**src/rtl/sobel_result_streamer_pkg.sv**
```systemverilog
// Shared types and helpers for the Sobel result streamer.
// Latency: n/a (package). Backpressure: n/a.
// Holds one-hot FSM states, default frame size and the beat packing/saturation function.
package sobel_result_streamer_pkg;

  typedef enum logic [2:0] {
    IDLE   = 3'b100,
    STREAM = 3'b010,
    DONE   = 3'b001
  } state_t;

  localparam int NUM_WORDS_DEFAULT = 15876;

  // gx/gy arrive zero-extended; w is the RAM word width.
  function automatic logic [31:0] pack_beat(input logic [15:0] gx, input logic [15:0] gy,
                                            input int w);
`ifdef SOBEL_MAGNITUDE_OUT_EN
    logic [16:0] sum;
    logic [16:0] sat;
    sum = {1'b0, gx} + {1'b0, gy};
    sat = (17'd1 << w) - 17'd1;
    return (sum > sat) ? 32'(sat) : 32'(sum);
`else
    return (32'(gy) << w) | 32'(gx);
`endif
  endfunction

endpackage

```
**src/rtl/sobel_result_streamer_if.sv**
```systemverilog
// GX/GY RAM read ports, Start/Done handshake and AXI4-Stream master bundle.
// Latency: n/a (wiring). Backpressure: M_AXIS_TREADY from the slave side.
// master = streamer side, slave = RAMs/control/stream sink side.
interface sobel_result_streamer_if #(
  parameter int width         = 8,
  parameter int GX_depth_bits = 14,
  parameter int GY_depth_bits = 14,
  parameter int TDATA_WIDTH   = 32
);
  logic                     Start;
  logic                     Done;
  logic                     GX_read_en;
  logic [GX_depth_bits-1:0] GX_read_address;
  logic [width-1:0]         GX_read_data_out;
  logic                     GY_read_en;
  logic [GY_depth_bits-1:0] GY_read_address;
  logic [width-1:0]         GY_read_data_out;
  logic                     M_AXIS_TVALID;
  logic                     M_AXIS_TREADY;
  logic [TDATA_WIDTH-1:0]   M_AXIS_TDATA;
  logic                     M_AXIS_TLAST;

  modport master (
    input  Start, GX_read_data_out, GY_read_data_out, M_AXIS_TREADY,
    output Done, GX_read_en, GX_read_address, GY_read_en, GY_read_address,
           M_AXIS_TVALID, M_AXIS_TDATA, M_AXIS_TLAST
  );

  modport slave (
    output Start, GX_read_data_out, GY_read_data_out, M_AXIS_TREADY,
    input  Done, GX_read_en, GX_read_address, GY_read_en, GY_read_address,
           M_AXIS_TVALID, M_AXIS_TDATA, M_AXIS_TLAST
  );
endinterface

```
**src/rtl/sobel_result_streamer_fifo.sv**
```systemverilog
// Generic 2-entry FIFO used as the output skid buffer.
// Latency: write visible at head the cycle after push. Backpressure: caller must not push when full without popping.
// Head is combinational from storage; storage resets to zero so the head reads 0 out of reset.
module sobel_skid_fifo #(
  parameter int W = 8
) (
  input  logic         clk,
  input  logic         rst_n,
  input  logic         push,
  input  logic [W-1:0] push_dat,
  input  logic         pop,
  output logic [W-1:0] pop_dat,
  output logic [1:0]   count,
  output logic         empty,
  output logic         full
);
  logic [W-1:0] mem [2];
  logic         wr_ptr;
  logic         rd_ptr;
  logic [1:0]   cnt;

  always_ff @(posedge clk or negedge rst_n) begin
    if (!rst_n) begin
      mem[0] <= '0;
      mem[1] <= '0;
      wr_ptr <= 1'b0;
      rd_ptr <= 1'b0;
      cnt    <= 2'd0;
    end else begin
      if (push) begin
        mem[wr_ptr] <= push_dat;
        wr_ptr      <= ~wr_ptr;
      end
      if (pop) begin
        rd_ptr <= ~rd_ptr;
      end
      case ({push, pop})
        2'b10:   cnt <= cnt + 2'd1;
        2'b01:   cnt <= cnt - 2'd1;
        default: cnt <= cnt;
      endcase
    end
  end

  assign pop_dat = mem[rd_ptr];
  assign count   = cnt;
  assign empty   = (cnt == 2'd0);
  assign full    = (cnt == 2'd2);

  a_no_underflow: assert property (@(posedge clk) disable iff (!rst_n) !(pop && empty));

endmodule

```
**src/rtl/sobel_result_streamer.sv**
```systemverilog
// Streams GX/GY RAM contents as AXI4-Stream beats, TLAST on the final word; SOBEL_MAGNITUDE_OUT_EN selects saturated GX+GY payload.
// Latency: first handshake 3 edges after Start is sampled in IDLE, then one beat per cycle.
// Backpressure: reads are throttled so the 2-entry skid FIFO never overflows; TVALID/TDATA/TLAST hold while TREADY is low.
module sobel_result_streamer
  import sobel_result_streamer_pkg::*;
#(
  parameter int width         = 8,
  parameter int GX_depth_bits = 14,
  parameter int GY_depth_bits = 14,
  parameter int NUM_WORDS     = NUM_WORDS_DEFAULT,
  parameter int TDATA_WIDTH   = 32
) (
  input logic                     clk,
  input logic                     resetn,
  sobel_result_streamer_if.master bus
);
  // One bit wider than the address so NUM_WORDS == 2^GX_depth_bits does not wrap.
  localparam int CW = GX_depth_bits + 1;
  localparam int FW = TDATA_WIDTH + 1;

  state_t        state;
  logic [CW-1:0] issued;
  logic          inflight;
  logic          inflight_last;
  logic          done_q;
  logic          rd_en;
  logic          pop;
  logic [1:0]    fifo_count;
  logic          fifo_empty;
  logic          fifo_full;
  logic [FW-1:0] push_dat;
  logic [FW-1:0] head;
  logic [2:0]    occ_next;

  // Occupancy after this edge counting the read already in flight.
  assign pop      = !fifo_empty && bus.M_AXIS_TREADY;
  assign occ_next = {1'b0, fifo_count} + {2'b00, inflight} - {2'b00, pop};
  assign rd_en    = (state == STREAM) && (issued < CW'(NUM_WORDS)) && (occ_next < 3'd2);

  assign push_dat = {TDATA_WIDTH'(pack_beat(16'(bus.GX_read_data_out),
                                            16'(bus.GY_read_data_out), width)),
                     inflight_last};

  sobel_skid_fifo #(.W(FW)) u_fifo (
    .clk      (clk),
    .rst_n    (resetn),
    .push     (inflight),
    .push_dat (push_dat),
    .pop      (pop),
    .pop_dat  (head),
    .count    (fifo_count),
    .empty    (fifo_empty),
    .full     (fifo_full)
  );

  always_ff @(posedge clk or negedge resetn) begin
    if (!resetn) begin
      state         <= IDLE;
      issued        <= '0;
      inflight      <= 1'b0;
      inflight_last <= 1'b0;
      done_q        <= 1'b0;
    end else begin
      inflight      <= rd_en;
      inflight_last <= rd_en && (issued == CW'(NUM_WORDS - 1));
      if (rd_en) begin
        issued <= issued + CW'(1);
      end
      case (state)
        IDLE: begin
          issued <= '0;
          if (bus.Start) begin
            state <= STREAM;
          end
        end
        STREAM: begin
          if (pop && head[0]) begin
            state  <= DONE;
            done_q <= 1'b1;
          end
        end
        DONE: begin
          if (!bus.Start) begin
            state  <= IDLE;
            done_q <= 1'b0;
          end
        end
        default: state <= IDLE;
      endcase
    end
  end

  assign bus.Done            = done_q;
  assign bus.GX_read_en      = rd_en;
  assign bus.GY_read_en      = rd_en;
  assign bus.GX_read_address = GX_depth_bits'(issued);
  assign bus.GY_read_address = GY_depth_bits'(issued);
  assign bus.M_AXIS_TVALID   = !fifo_empty;
  assign bus.M_AXIS_TDATA    = head[FW-1:1];
  assign bus.M_AXIS_TLAST    = head[0];

  a_no_overflow: assert property (@(posedge clk) disable iff (!resetn)
                                  !(inflight && fifo_full && !pop));

endmodule

```
**src/flat_wrapper.sv**
```systemverilog
// flat-port wrapper written by rule: the top's interface ports become plain ports
module sobel_result_streamer_flat import sobel_result_streamer_pkg::*;
#(
  parameter int width         = 8,
  parameter int GX_depth_bits = 14,
  parameter int GY_depth_bits = 14,
  parameter int NUM_WORDS     = NUM_WORDS_DEFAULT,
  parameter int TDATA_WIDTH   = 32
)
  (clk, resetn, bus_Start, bus_GX_read_data_out, bus_GY_read_data_out, bus_M_AXIS_TREADY, bus_Done, bus_GX_read_en, bus_GX_read_address, bus_GY_read_en, bus_GY_read_address, bus_M_AXIS_TVALID, bus_M_AXIS_TDATA, bus_M_AXIS_TLAST);
  sobel_result_streamer_if #(.width(width), .GX_depth_bits(GX_depth_bits), .GY_depth_bits(GY_depth_bits), .TDATA_WIDTH(TDATA_WIDTH)) bus_i ();
  input logic clk;
  input logic resetn;
  input wire logic [$bits(bus_i.Start)-1:0] bus_Start;
  input wire logic [$bits(bus_i.GX_read_data_out)-1:0] bus_GX_read_data_out;
  input wire logic [$bits(bus_i.GY_read_data_out)-1:0] bus_GY_read_data_out;
  input wire logic [$bits(bus_i.M_AXIS_TREADY)-1:0] bus_M_AXIS_TREADY;
  output wire logic [$bits(bus_i.Done)-1:0] bus_Done;
  output wire logic [$bits(bus_i.GX_read_en)-1:0] bus_GX_read_en;
  output wire logic [$bits(bus_i.GX_read_address)-1:0] bus_GX_read_address;
  output wire logic [$bits(bus_i.GY_read_en)-1:0] bus_GY_read_en;
  output wire logic [$bits(bus_i.GY_read_address)-1:0] bus_GY_read_address;
  output wire logic [$bits(bus_i.M_AXIS_TVALID)-1:0] bus_M_AXIS_TVALID;
  output wire logic [$bits(bus_i.M_AXIS_TDATA)-1:0] bus_M_AXIS_TDATA;
  output wire logic [$bits(bus_i.M_AXIS_TLAST)-1:0] bus_M_AXIS_TLAST;
  assign bus_i.Start = bus_Start;
  assign bus_i.GX_read_data_out = bus_GX_read_data_out;
  assign bus_i.GY_read_data_out = bus_GY_read_data_out;
  assign bus_i.M_AXIS_TREADY = bus_M_AXIS_TREADY;
  assign bus_Done = bus_i.Done;
  assign bus_GX_read_en = bus_i.GX_read_en;
  assign bus_GX_read_address = bus_i.GX_read_address;
  assign bus_GY_read_en = bus_i.GY_read_en;
  assign bus_GY_read_address = bus_i.GY_read_address;
  assign bus_M_AXIS_TVALID = bus_i.M_AXIS_TVALID;
  assign bus_M_AXIS_TDATA = bus_i.M_AXIS_TDATA;
  assign bus_M_AXIS_TLAST = bus_i.M_AXIS_TLAST;
  sobel_result_streamer #(.width(width), .GX_depth_bits(GX_depth_bits), .GY_depth_bits(GY_depth_bits), .NUM_WORDS(NUM_WORDS), .TDATA_WIDTH(TDATA_WIDTH)) u_core (.clk(clk), .resetn(resetn), .bus(bus_i));
endmodule
```
**config.mk**
```make
export PLATFORM = sky130hd
export DESIGN_NAME = sobel_result_streamer_flat
export DESIGN_NICKNAME = d
export VERILOG_FILES = /design/src/rtl/sobel_result_streamer_pkg.sv /design/src/rtl/sobel_result_streamer_if.sv /design/src/rtl/sobel_result_streamer_fifo.sv /design/src/rtl/sobel_result_streamer.sv /design/src/flat_wrapper.sv
export SDC_FILE = /design/constraint.sdc
export NUM_CORES = 1
export LEC_CHECK = 0
export ABC_AREA = 1
export BUFFER_PORTS_ARGS = -buffer_cell sky130_fd_sc_hd__buf_2
export CELL_PAD_IN_SITES_DETAIL_PLACEMENT = 0
export CELL_PAD_IN_SITES_GLOBAL_PLACEMENT = 2
export CORE_MARGIN = 4
export CORE_UTILIZATION = 33
export CTS_BUF_LIST = sky130_fd_sc_hd__clkbuf_16
export CTS_CLUSTER_SIZE = 30
export DETAILED_ROUTE_END_ITERATION = 12
export PLACE_DENSITY_LB_ADDON = 0.1
export SYNTH_ARGS = -nofsm -noshare
export SYNTH_HDL_FRONTEND = slang
export SYNTH_HIERARCHICAL = 1
export SYNTH_SLANG_ARGS = --single-unit
export TNS_END_PERCENT = 50
```
**constraint.sdc**
```tcl
create_clock -name clk -period 3.24 [get_ports clk]
set_input_delay 0.648 -clock clk [delete_from_list [all_inputs] [get_ports clk]]
set_output_delay 0.648 -clock clk [all_outputs]
set_load 0.005 [all_outputs]
```
==> results of run 1 <==
-- layer usage --
layer / track usage, % / wire length [um] / vias up / share of wire (%)
met5: 0 / 0 / - / 0
met4: 5.68 / 200 / 0 / 2.0
met3: 2.57 / 476 / 12 / 4.7
met2: 21.9 / 4780 / 75 / 47
met1: 17.1 / 4660 / 1673 / 46
li1: - / - / 1891 / -
-- registers in the layout (all words and copies together), names as in the netlist --
register              count
u_core/bus.Done           1
u_core/inflight           1
u_core/inflight_last      1
u_core/issued            15
u_core/state              3
u_core/u_fifo/count       2
u_core/u_fifo/mem        66
u_core/u_fifo/rd_ptr      1
u_core/u_fifo/wr_ptr      1
-- power breakdown --
part	switching, uW	leakage [uW]	total, uW	internal (uW)
logic	1020	0.00159	1770	756
registers	316	0.00110	1940	1620
clock network	418	0.000134	998	580
total	1750	0.00283	4710	2960
-- critical path, stage by stage (launching register included) --
cell and delay (ps):
dfrtp_2 430, nor2_2 100, inv_1 50, nand2_2 80, inv_2 60, nor2_1 70, o21ai_0 100, fa_1 500
inv_1 40, nor2_1 70, nand3_1 120, nor2_4 160, nand2_4 70, inv_4 80, buf_2 110
-- repair_timing --
action,in CTS,in global routing
hold endpoints to repair,0,0
gates resized for setup,0,7
setup endpoints to repair,0,2
buffers inserted,0,4
-- layout make-up --
cell class	count	share of cell area, %
clock buffer	9	4.22
multi-input combinational	360	31.9
inverter	95	6.73
sequential	91	42.8
clock inverter	5	0.868
tap	180	4.22
timing repair buffer	92	9.29
-- per-stage QoR --
step	setup WS, ps	utilization, %	std cells	total power (uW)
final	198	38.6	832	4710
after CTS	78.4	38.3	828	4760
after global placement	325	36.3	814	3690
after detailed placement	296	36.3	814	3740
after floorplan	480	-	599	3110
after global routing	-4.49	38.6	832	5190
-- worst max path at each step --
| stage | startpoint | endpoint | slack (ps) |
|---|---|---|---|
| final | u_core/u_fifo/count[0] | bus_GY_read_en | 200 |
| after global routing | u_core/u_fifo/count[0] | bus_GY_read_en | -4 |
| after CTS | u_core/u_fifo/count[0] | bus_GX_read_en | 80 |
| after detailed placement | bus_M_AXIS_TREADY | bus_GX_read_en | 300 |
| after global placement | bus_M_AXIS_TREADY | bus_GX_read_en | 320 |
| after floorplan | bus_M_AXIS_TREADY | bus_GY_read_en | 480 |
==> flow_summary_export.csv, run 1 <==
group,metric,value,unit
timing,hold_slack,382,ps
placement,gp_congestion,0.731,
grt,grt_max_degree,68,
timing,clock_skew,8.95,ps
detailed_routing,drtAntennaViolNets,0,
timing,clock.fmax,329,MHz
detailed_routing,vias,3651,
timing,fin_crit_sh,93.9,%
timing,slew_headroom,24.5,%
grt,antenna_found_initial,0,
placement,dpl.hpwl,6780,um
detailed_routing,wl_per_cell,12.2,um
layout,mostFrequentLayoutCell,"nand2_1",
worst_setup_path,critPathArrivalTime,2390,ps
worst_setup_path,r2r-end,"u_core/issued[7]",
die,core,13800,sq um
placement,port-buffer-count,84,
detailed_routing,drt_first_pass_iters,5,
worst_setup_path,r2r_slack,840,ps
clock_network,cts.sink_count,91,
detailed_routing,avgViaCountPerCell,4.39,
synthesis,yosysWarningCount,6,
grt,first_global_vias,3461,
die,die_y,126,um
power,p_per_area,883,nW/um^2
layout,multi_input_area,1700,sq um
detailed_routing,finalWirelength,10100,um
timing,worst_slew_pin_slew,1130,ps
worst_setup_path,r2r_start,"u_core/u_fifo/count[0]",
worst_setup_path,cp.required,2590,ps
layout,layout_common_cells,"nand2_1 (150), inv_1 (90), dfrtp_1 (87)",
die,start_util,33.5,%
worst_setup_path,critPathKind,"reg2out",
timing,totalNegativeSetupSlack,0,ps
die,die_w,126,um
grt,grtUsageTotal,13.3,%
run,maxCapViolCount,0,
die,rows,43,
synthesis,syn_inst,584,
layout,fin_nets,672,
clock_network,clkTransAtPathRegs,60,ps
placement,placed_area,5020,sq um
worst_setup_path,start_kind,"register",
worst_setup_path,critPathMaxFanout,7,
layout,area_delta_synth_final,15.2,%
power,leakage,0.00283,uW
layout,layout-drive-gt1-share,20.1,%
timing,fin_crit,3040,ps
power,irDropWorstVdd,0.261,mV
grt,grt_pass1_wl,17100,um
clock_network,cts_tree,"yes",
synthesis,synth_area_per_cell,7.92,sq um
layout,antennaDiodeCount,0,
clock_network,htreeDepth,3,
die,pin_count,85,
clock_network,clockBufferDepth,2,
grt,grt_overflow_total,0,
worst_setup_path,crit_path_end_kind,"output pin",
detailed_routing,drt-initial-drc-count,218,
min_path,worstHoldPathType,"in2async",
detailed_routing,drc_errors,0,
timing,report.final.setup_viol,0,
layout,fin_area,5330,sq um
timing,slew_violations,0,
clock_network,clock_latency,340,ps
layout,fillers,1426,
clock_network,holdBufCountCts,0,
synthesis,syn_area,4630,sq um
worst_setup_path,rr_worst_depth,15,
layout,ff_latch_area,2280,sq um
status,status,"completed",
die,dieArea,16000,sq um
timing,finalHoldViolations,0,
clock_network,clockRootBuffer,"clkbuf_16",
clock_network,numCtsBuffers,9,
(Power assumes the default switching activity.)
==> run 2: changes to the inputs <==
==> constraint.sdc (replaced) <==
create_clock -name clk -period 2.8 [get_ports clk]
set_input_delay 0.14 -clock clk [delete_from_list [all_inputs] [get_ports clk]]
set_output_delay 0.14 -clock clk [all_outputs]
set_load 0.005 [all_outputs]
==> flow_summary_export.csv, run 2 (synthesized netlist as in run 1, its figures left out) <==
group,metric,value,unit
worst_setup_path,cp.required,2660,ps
grt,first_global_vias,3475,
grt,grt_overflow_total,0,
die,die_y,126,um
clock_network,numCtsBuffers,9,
layout,reg_top3,"u_core/u_fifo/mem: 66 flops, u_core/issued: 15 flops, u_core/state: 3 flops",
worst_setup_path,critPathMaxFanout,7,
clock_network,clockRootBuffer,"clkbuf_16",
detailed_routing,vias,3628,
die,core,13800,sq um
placement,dpl.hpwl,6710,um
grt,grtUsageTotal,13.2,%
die,pin_count,85,
timing,setup_ws,174,ps
detailed_routing,wl_per_cell,12.1,um
layout,largest_register_ffs,66,
status,status,"completed",
timing,rsz0062_at_grt,"no",
worst_setup_path,crit_path_end_kind,"output pin",
timing,clock.fmax,381,MHz
worst_setup_path,rr_worst_depth,15,
power,irDropWorstVdd,0.357,mV
die,rows,43,
detailed_routing,drt_first_pass_iters,4,
layout,mostFrequentLayoutCell,"nand2_1",
timing,fin_crit_sh,93.8,%
clock_network,htreeDepth,3,
timing,report.final.setup_viol,0,
die,dieArea,16000,sq um
min_path,holdPathStages,3,
layout,layout_common_cells,"nand2_1 (151), inv_1 (94), dfrtp_1 (87)",
placement,placed_area,5010,sq um
die,die_w,126,um
timing,fin_crit,2630,ps
layout,area_delta_synth_final,14.9,%
timing,finalHoldViolations,0,
grt,grt_pass1_wl,16900,um
layout,fin_area,5320,sq um
clock_network,clockBufferDepth,2,
layout,regMostFlops,"u_core/u_fifo/mem",
timing,totalNegativeSetupSlack,0,ps
layout,antennaDiodeCount,0,
timing,slew_headroom,47.6,%
worst_setup_path,start_kind,"register",
die,start_util,33.5,%
power,leakage,0.00282,uW
layout,layout-drive-gt1-share,19.1,%
min_path,worstHoldPathType,"in2reg",
timing,slew_violations,0,
timing,clock_skew,5.02,ps
detailed_routing,drtAntennaViolNets,0,
power,p_per_area,1000,nW/um^2
clock_network,cts.sink_count,91,
detailed_routing,finalWirelength,10000,um
detailed_routing,avgViaCountPerCell,4.36,
clock_network,clock_latency,340,ps
run,maxCapViolCount,0,
grt,antenna_found_initial,0,
grt,grt_max_degree,68,
worst_setup_path,critPathKind,"reg2out",
placement,pre_cts_ws,369,ps
detailed_routing,drc_errors,0,
clock_network,clkTransAtPathRegs,60,ps
worst_setup_path,critPathArrivalTime,2490,ps
placement,gp_congestion,0.718,
timing,worst_slew_pin_slew,786,ps
clock_network,cts_tree,"yes",
layout,fin_nets,672,
detailed_routing,drt-initial-drc-count,164,
placement,port-buffer-count,84,
run 2: where the power goes:
group / switching (uW) / total (uW) / internal (uW)
logic: 1180 / 2030 / 846
clock network: 482 / 1060 / 582
registers: 356 / 2230 / 1880
run 2: layer usage:
metal  GRT usage [%]  routed length (um)  up-vias
li1                -                   -     1897
met1            16.9                4700     1649
met2            21.4                4650       68
met3            2.95                 501       14
met4            5.68                 196        0
met5               0                   0        -
run 2: layout make-up:
type                    instances  area [sq um]
multi-input cells             360          1700
repair buffers                 92           500
well taps                     180           225
clock inverters                 6          27.5
clock buffers                   9           225
fillers                      1459          8510
flip-flops and latches         91          2280
inverters                      95           359
run 2: worst max-delay path, cell delays in order (launching register included):
cell,delay (ps)
dfrtp_2,440
nor2_1,110
inv_1,50
nand2_1,70
inv_1,80
nor2_1,90
o21ai_0,90
fa_1,490
inv_1,40
nor2_1,80
nand3_1,120
nor2_4,200
nand2_8,80
inv_4,100
buf_2,110
run 2: what timing repair did:
item	in CTS	in global routing
resized for setup	1	3
pin swaps	0	1
hold buffers	2	0
endpoints found under the hold margin	51	0
setup endpoints to repair	2	2
buffers inserted	0	3
run 2: final timing paths:
| path | start | endpoint | slack [ps] |
|---|---|---|---|
| min in group asynchronous | resetn | u_core/u_fifo/mem[23] | 400 |
| min | bus_GX_read_data_out[5] | u_core/u_fifo/mem[39] | 60 |
| max | u_core/u_fifo/count[0] | bus_GY_read_en | 170 |
| max in group asynchronous | resetn | u_core/u_fifo/mem[4] | 1740 |
| max reg2reg | u_core/u_fifo/count[0] | u_core/issued[7] | 380 |
| min reg2reg | u_core/u_fifo/mem[48] | u_core/u_fifo/mem[48] | 480 |
run 2: stage by stage:
stage	total power [uW]	instances	util, %	hold WS, ps
detailed placement	4310	813	36.2	247
floorplan	3600	599	-	-156
finish	5320	833	38.5	57.5
global route	5870	833	38.5	56.9
global placement	4250	813	36.2	245
CTS	5420	830	38.3	43.0
